===== src/rtl/bcd_timer_ctrl.sv =====
// bcd_timer_ctrl: start/pause/clear sequencer for two cascaded BCD digit counters.
// Optional feature macro BCD_TIMER_AUTO_RELOAD_EN: reload the preset on terminal instead of DONE.
// Ports: clk, reset (async, active-low); start/pause/clear/dir_up/set_val from panel;
// u_count/t_count from counters; u_/t_ load, data, on, up to counters; busy/done/alarm status.
module bcd_timer_ctrl #(
  parameter int TICK_DIV    = 10,
  parameter int NBITS_COUNT = 4
) (
  input  logic                   clk,
  input  logic                   reset,
  input  logic                   start,
  input  logic                   pause,
  input  logic                   clear,
  input  logic                   dir_up,
  input  logic [7:0]             set_val,
  input  logic [NBITS_COUNT-1:0] u_count,
  input  logic [NBITS_COUNT-1:0] t_count,
  output logic                   u_load,
  output logic                   t_load,
  output logic [NBITS_COUNT-1:0] u_data,
  output logic [NBITS_COUNT-1:0] t_data,
  output logic                   u_on,
  output logic                   t_on,
  output logic                   u_up,
  output logic                   t_up,
  output logic                   busy,
  output logic                   done,
  output logic                   alarm
);

  localparam int PW = (TICK_DIV > 1) ? $clog2(TICK_DIV) : 1;
  localparam logic [PW-1:0] PS_LAST = PW'(TICK_DIV - 1);

  typedef enum logic [2:0] {
    S_IDLE, S_LOAD, S_RUN, S_PAUSE, S_DONE, S_CLR
  } state_t;

  state_t state, state_nx;

  logic [PW-1:0]          psc, psc_nx;
  logic                   dir, dir_nx;
  logic [NBITS_COUNT-1:0] tgt_u, tgt_u_nx;
  logic [NBITS_COUNT-1:0] tgt_t, tgt_t_nx;
  logic [7:0]             goal;
  logic                   term;
  logic                   tick;

  function automatic logic [NBITS_COUNT-1:0] clamp9(
    input logic [NBITS_COUNT-1:0] d
  );
    return (d > 4'd9) ? 4'd9 : d;
  endfunction

  assign goal = dir ? {tgt_t, tgt_u} : 8'h00;
  assign term = ({t_count, u_count} == goal);
  assign tick = (psc == PS_LAST);

  always_ff @(posedge clk or negedge reset) begin
    if (!reset) begin
      state <= S_IDLE;
      psc   <= '0;
      dir   <= 1'b1;
      tgt_u <= '0;
      tgt_t <= '0;
    end else begin
      state <= state_nx;
      psc   <= psc_nx;
      dir   <= dir_nx;
      tgt_u <= tgt_u_nx;
      tgt_t <= tgt_t_nx;
    end
  end

  always_comb begin
    state_nx = state;
    psc_nx   = psc;
    dir_nx   = dir;
    tgt_u_nx = tgt_u;
    tgt_t_nx = tgt_t;
    u_load   = 1'b0;
    t_load   = 1'b0;
    u_data   = '0;
    t_data   = '0;
    u_on     = 1'b0;
    t_on     = 1'b0;
    alarm    = 1'b0;
    case (state)
      S_IDLE, S_DONE: begin
        if (clear) begin
          state_nx = S_CLR;
        end else if (start) begin
          state_nx = S_LOAD;
          dir_nx   = dir_up;
          tgt_u_nx = clamp9(set_val[3:0]);
          tgt_t_nx = clamp9(set_val[7:4]);
        end
      end
      S_LOAD: begin
        u_load   = 1'b1;
        t_load   = 1'b1;
        u_data   = dir ? '0 : tgt_u;
        t_data   = dir ? '0 : tgt_t;
        psc_nx   = '0;
        state_nx = clear ? S_CLR : S_RUN;
      end
      S_RUN: begin
        if (clear) begin
          state_nx = S_CLR;
        end else if (term) begin
          alarm = 1'b1;
`ifdef BCD_TIMER_AUTO_RELOAD_EN
          state_nx = S_LOAD;
`else
          state_nx = S_DONE;
`endif
        end else if (pause) begin
          state_nx = S_PAUSE;
        end else begin
          u_on   = tick;
          psc_nx = tick ? '0 : psc + 1'b1;
        end
      end
      S_PAUSE: begin
        if (clear) begin
          state_nx = S_CLR;
        end else if (start) begin
          state_nx = S_RUN;
        end
      end
      S_CLR: begin
        u_load   = 1'b1;
        t_load   = 1'b1;
        state_nx = S_IDLE;
      end
      default: state_nx = S_IDLE;
    endcase
    // tens steps in the same cycle the units digit wraps
    t_on = u_on & (dir ? (u_count == 4'd9) : (u_count == 4'd0));
  end

  assign busy = (state == S_LOAD) || (state == S_RUN) || (state == S_PAUSE);
  assign done = (state == S_DONE);
  assign u_up = dir & busy;
  assign t_up = dir & busy;

endmodule


===== config.mk =====
export PLATFORM = sky130hd
export DESIGN_NAME = bcd_timer_ctrl
export DESIGN_NICKNAME = d
export VERILOG_FILES = /design/src/rtl/bcd_timer_ctrl.sv
export SDC_FILE = /design/constraint.sdc
export NUM_CORES = 1
export LEC_CHECK = 0
export ABC_AREA = 1
export CORE_MARGIN = 2
export CORE_UTILIZATION = 42
export DETAILED_ROUTE_END_ITERATION = 10
export GPL_TIMING_DRIVEN = 0
export MAX_ROUTING_LAYER = met4
export PLACE_DENSITY = 0.76
export SYNTH_ARGS = -nofsm -noshare
export SYNTH_HDL_FRONTEND = slang
export SYNTH_SLANG_ARGS = --single-unit

===== constraint.sdc =====
create_clock -name clk -period 1.79 [get_ports clk]
set_clock_uncertainty 0.2 [all_clocks]
set_input_delay 0.4475 -clock clk [delete_from_list [all_inputs] [get_ports clk]]
set_output_delay 0.4475 -clock clk [all_outputs]
set_load 0.02 [all_outputs]

Word-level counts from Yosys, hierarchy flattened:

Index checks and enable logic that the tools add are counted.
Widths: inputs -> output; s select.

* add/sub/neg operators: 1
* equality and inequality tests: 14
* multiplexer cells: 30
* $mul: 0
* div/mod/pow operators: 0
* reduce and logical (&&, ||, !) cells: 10
* magnitude comparators: 2
* bitwise operators: 3
* shift-type cells: 0

Operator list (number)
* $mux 4: 10
* $mux 3: 8
* $pmux 3 s4: 1
* $mux 1: 9
* $eq 4x4->1 const B: 2
* $eq 8x8->1: 1
* $gt 4x4->1 const B: 2
* $mux 8: 1
* $pmux 4 s2: 1
* $eq 3x2->1 const B: 2
* $eq 3x3->1 const B: 2
* $ne 2x2->1 const B: 3
* $ne 3x3->1 const B: 2
* $reduce_and 3->1: 2
* $add 4x1->4 const B: 1
* $logic_not 4->1: 1
* $ne 4x4->1 const B: 1
* $reduce_and 4->1: 1
* $reduce_or 2->1: 2
* $eq 3x1->1 const B: 1
* $logic_not 3->1: 1
* $and 1x1->1: 2
* $logic_or 1x1->1: 2
* $reduce_bool 2->1: 1
* $not 1->1: 1

* logic and storage cells: 65
* memories kept: 0
* bits in registers: 16
* ROM bits: 0
* bits in latches: 0
* RAM bits: 0
* bits of input ports: 22

Logic depth before layout (Yosys ltp):

* depth in word-level cells: 6
* mapped depth: 12
* gate-level depth less buffers: 11

Worst setup path before layout:

No wires, ideal clock.

* path kind: reg-to-output
* from: reg dir
* to: out u_up
* stages on the path, launching flop included: 6
* buffers on the path: 3
* arrival: 1.617 ns
* required time: 1.142 ns
* slack: -0.475 ns
* cell sequence: dfstp_2 buf_6 buf_12 inv_1 nor3_1 buf_4

* cells in the longest elaborated chain, start to end: 1

RTL lines
* from (decl): line 41 `logic dir, dir_nx;`
* from (signal assigned): line 68 `dir <= dir_nx;`
* $and 1x1->1
* to (decl): line 24 `output logic u_up,`

Every way passes these cells.

Worst setup path in the final report:

* from: reg dir
* to: out t_on

* cells in the longest elaborated chain, start to end: 6
* elaborated cells between the ends (all ways): 7

RTL lines
* $mux 8: line 54 `assign goal = dir ? {tgt_t, tgt_u} : 8'h00;`
* $eq 8x8->1: line 55 `assign term = ({t_count, u_count} == goal);`
* $mux 1: line 109 `end else if (term) begin`
* $mux 1: line 107 `if (clear) begin`
* $mux 1: line 87 `case (state)`
* $and 1x1->1 (*): line 138 `t_on = u_on & (dir ? (u_count == 4'd9) : (u_count == 4'd0));`
* to (decl): line 23 `output logic t_on,`

Mark *: on every way between the ends. The rest lies on a longest branch, timed or not.

==> out/metrics.cfg <==
[placed_design]
placed_area_um2=1790
hpwl_um=2140
pre_cts_slack_ps=-1080
globalplace.congestion=0.759
port_buffers=38

[timing]
min_period_over_period_pct=141
rsz0062_at_grt=yes
hold_viol_final=0
setup_slack_ps=-727
slew_viol_final=0
maxSlewHeadroom_pct=48.7
setup_viol=33
fmax_ghz=0.397
min_period_ps=2520
tightest_slew_ps=768

[critical_path]
critPathLaunchType=flip-flop
r2r_cells=13
timing.rr.start=dir$_DFFE_PN1P_
critPathKind=flip-flop to primary output
crit_start=dir$_DFFE_PN1P_
critical_path.endpoint=t_on
cp.required_ps=1140
endpoint_kind=primary output
r2r_slack_ps=-220
cp_max_fo=5
cp.arrival_ps=1870
rr_endpoint=psc[0]$_DFFE_PN0P_

[global_route]
grt_max_degree=17
grt_overflow=0
grtUsageTotal_pct=21.6
grt_pass1_wl_um=5620
first_global_vias=1295
antenna_found_initial=0

[final_layout]
finalNetCount=273
diodes=0
final_common_cell=nand2_1
layout_common_cells=35 x nand2_1, 32 x buf_6, 22 x inv_1, 21 x clkdlybuf4s50_1, 17 x nor2_4
fin_area_um2=2250
area_delta_synth_final_pct=75.6
drive_gt1_share_pct=47.6

[yosys]
async_reset_ff_share_pct=100
avgSynthCellArea_um2=7.20
mappedNetlistArea_um2=1280
yosysSeqAreaShare_pct=31.3
synth-main-ff-cell=dfrtp_1
ys_types=28
synthesis.instances=178
ys_warn_count=0
ys_seq_elements=16
syn-num-nets=202
synth_edf_count=0

[detailed_routing]
drtIter0Drc=49
drc=0
drtAntennaViolNets=0
wire_per_inst_um=13.7
viasPerCell=5.10
drtPass1Iterations=4
vias=1434
wirelength_um=3840

[floorplanning]
die_area_um2=3510
placementRows=20
dieWidth_um=59.3
io-pin-count=39
initial_utilization_pct=43.1
die_h_um=59.3
core_area_um2=2980

[clock_tree]
ctsHoldBuffers=0
clockRootBuffer=clkbuf_4
cts.sinks=16
clock_latency_ps=290
cts_tree=yes
clk_pin_slew_ps=110
cts_buffer_depth=2
ctsHtreeMaxLevel=1
cts-buffers-inserted=3

[min_path]
hold_class=flip-flop to flip-flop

[flow_run]
maxCapViolations=0

[power_and_ir_drop]
peakVddDrop_mv=0.668
power_density_nw_per_um2=1470
leakagePower_nw=1.04

[status]
run_status=finished with violations
violations=setup timing

-- state kept, by name, indices dropped and copies added, names as in the netlist --
register	flops
psc	4
tgt_t	4
tgt_u	4
state	3
dir	1
-- worst min-delay path by stage --
stage,start,to,slack [ps],cells after the start
2_1_floorplan,reset,psc[0]$_DFFE_PN0P_,-50,0
3_3_place_gp,psc[3]$_DFFE_PN0P_,psc[3]$_DFFE_PN0P_,310,2
3_5_place_dp,psc[3]$_DFFE_PN0P_,psc[3]$_DFFE_PN0P_,320,2
4_1_cts,psc[3]$_DFFE_PN0P_,psc[3]$_DFFE_PN0P_,350,2
5_1_grt,psc[1]$_DFFE_PN0P_,psc[1]$_DFFE_PN0P_,390,2
6_report,psc[3]$_DFFE_PN0P_,psc[3]$_DFFE_PN0P_,350,2
-- what timing repair did --
action | in CTS | in global routing
cloned | 2 | 0
resized for setup | 116 | 38
setup buffers | 19 | 10
pin swaps | 15 | 11
endpoints found under the setup margin | 31 | 33
-- layout make-up --
type                            count  area (um^2)
Sequential cell                    16          404
Multi-Input combinational cell    128          911
Clock buffer                        4         26.3
Inverter                           30          121
Fill cell                         215          726
Tap cell                           33         41.3
Timing Repair Buffer               67          709
Buffer                              3         38.8
-- Yosys cell counts (2+ instances only) --
library cell  number  area, um^2
nand2_4            3        33.8
a21oi_1            4        20.0
a22oi_1            2        15.0
o21ai_0            8        40.0
dfrtp_1           15         375
nand3_1            9        45.0
buf_4              2        15.0
nor2_1            19        71.3
o21ai_2            5        43.8
ha_1               2        25.0
inv_2              4        15.0
nand2_2            5        31.3
nor3_1             8        40.0
nand2_1           45         169
inv_1             24        90.1
nand3_2            7        70.1
nor3_4             2        32.5
nor2_4             4        45.0
-- power breakdown --
group,internal [mW],switching [mW],leakage (nW)
Combinational,1.21,1.26,0.826
Clock,0.0866,0.127,0.0150
Sequential,0.502,0.131,0.196
-- routing by layer --
layer  share of wire, %  global-route usage [%]  vias up
met3                3.0                    1.53        8
met5                  0                       -        -
met4                1.7                    7.79        0
met1                 42                    30.0      684
li1                   -                       -      707
met2                 53                    33.0       35
-- cells by family after synthesis --
group	count (synthesis)	synth area share (%)
fa+ha+maj	2	1.95
simple gates	105	43.5
xor+xnor	2	1.37
flops	16	31.3
buf+inv	34	12.6
compound gates	19	9.27
-- per-stage QoR --
stage,total power [mW],TNS [ps],hold slack (ps),utilization (%),std cells
floorplan,1.71,-1760,-48.1,-,178
global placement,2.16,-15640,311,60.0,249
detailed placement,2.18,-15830,315,60.0,249
CTS,2.95,-8870,347,69.6,273
global route,3.51,-13320,386,75.6,281
finish,3.32,-10910,349,75.6,281
-- worst max-delay path, cell delays in order, from the launching register on --
cell,delay [ps]
dfstp_2,550
buf_6,140
buf_12,130
nand2_2,40
nand2_1,90
nand3_2,130
nor2_4,160
nand2_4,80
nand3_4,100
nor3_4,50
buf_6,130
Note: power is estimated with default switching activity, not from simulation.
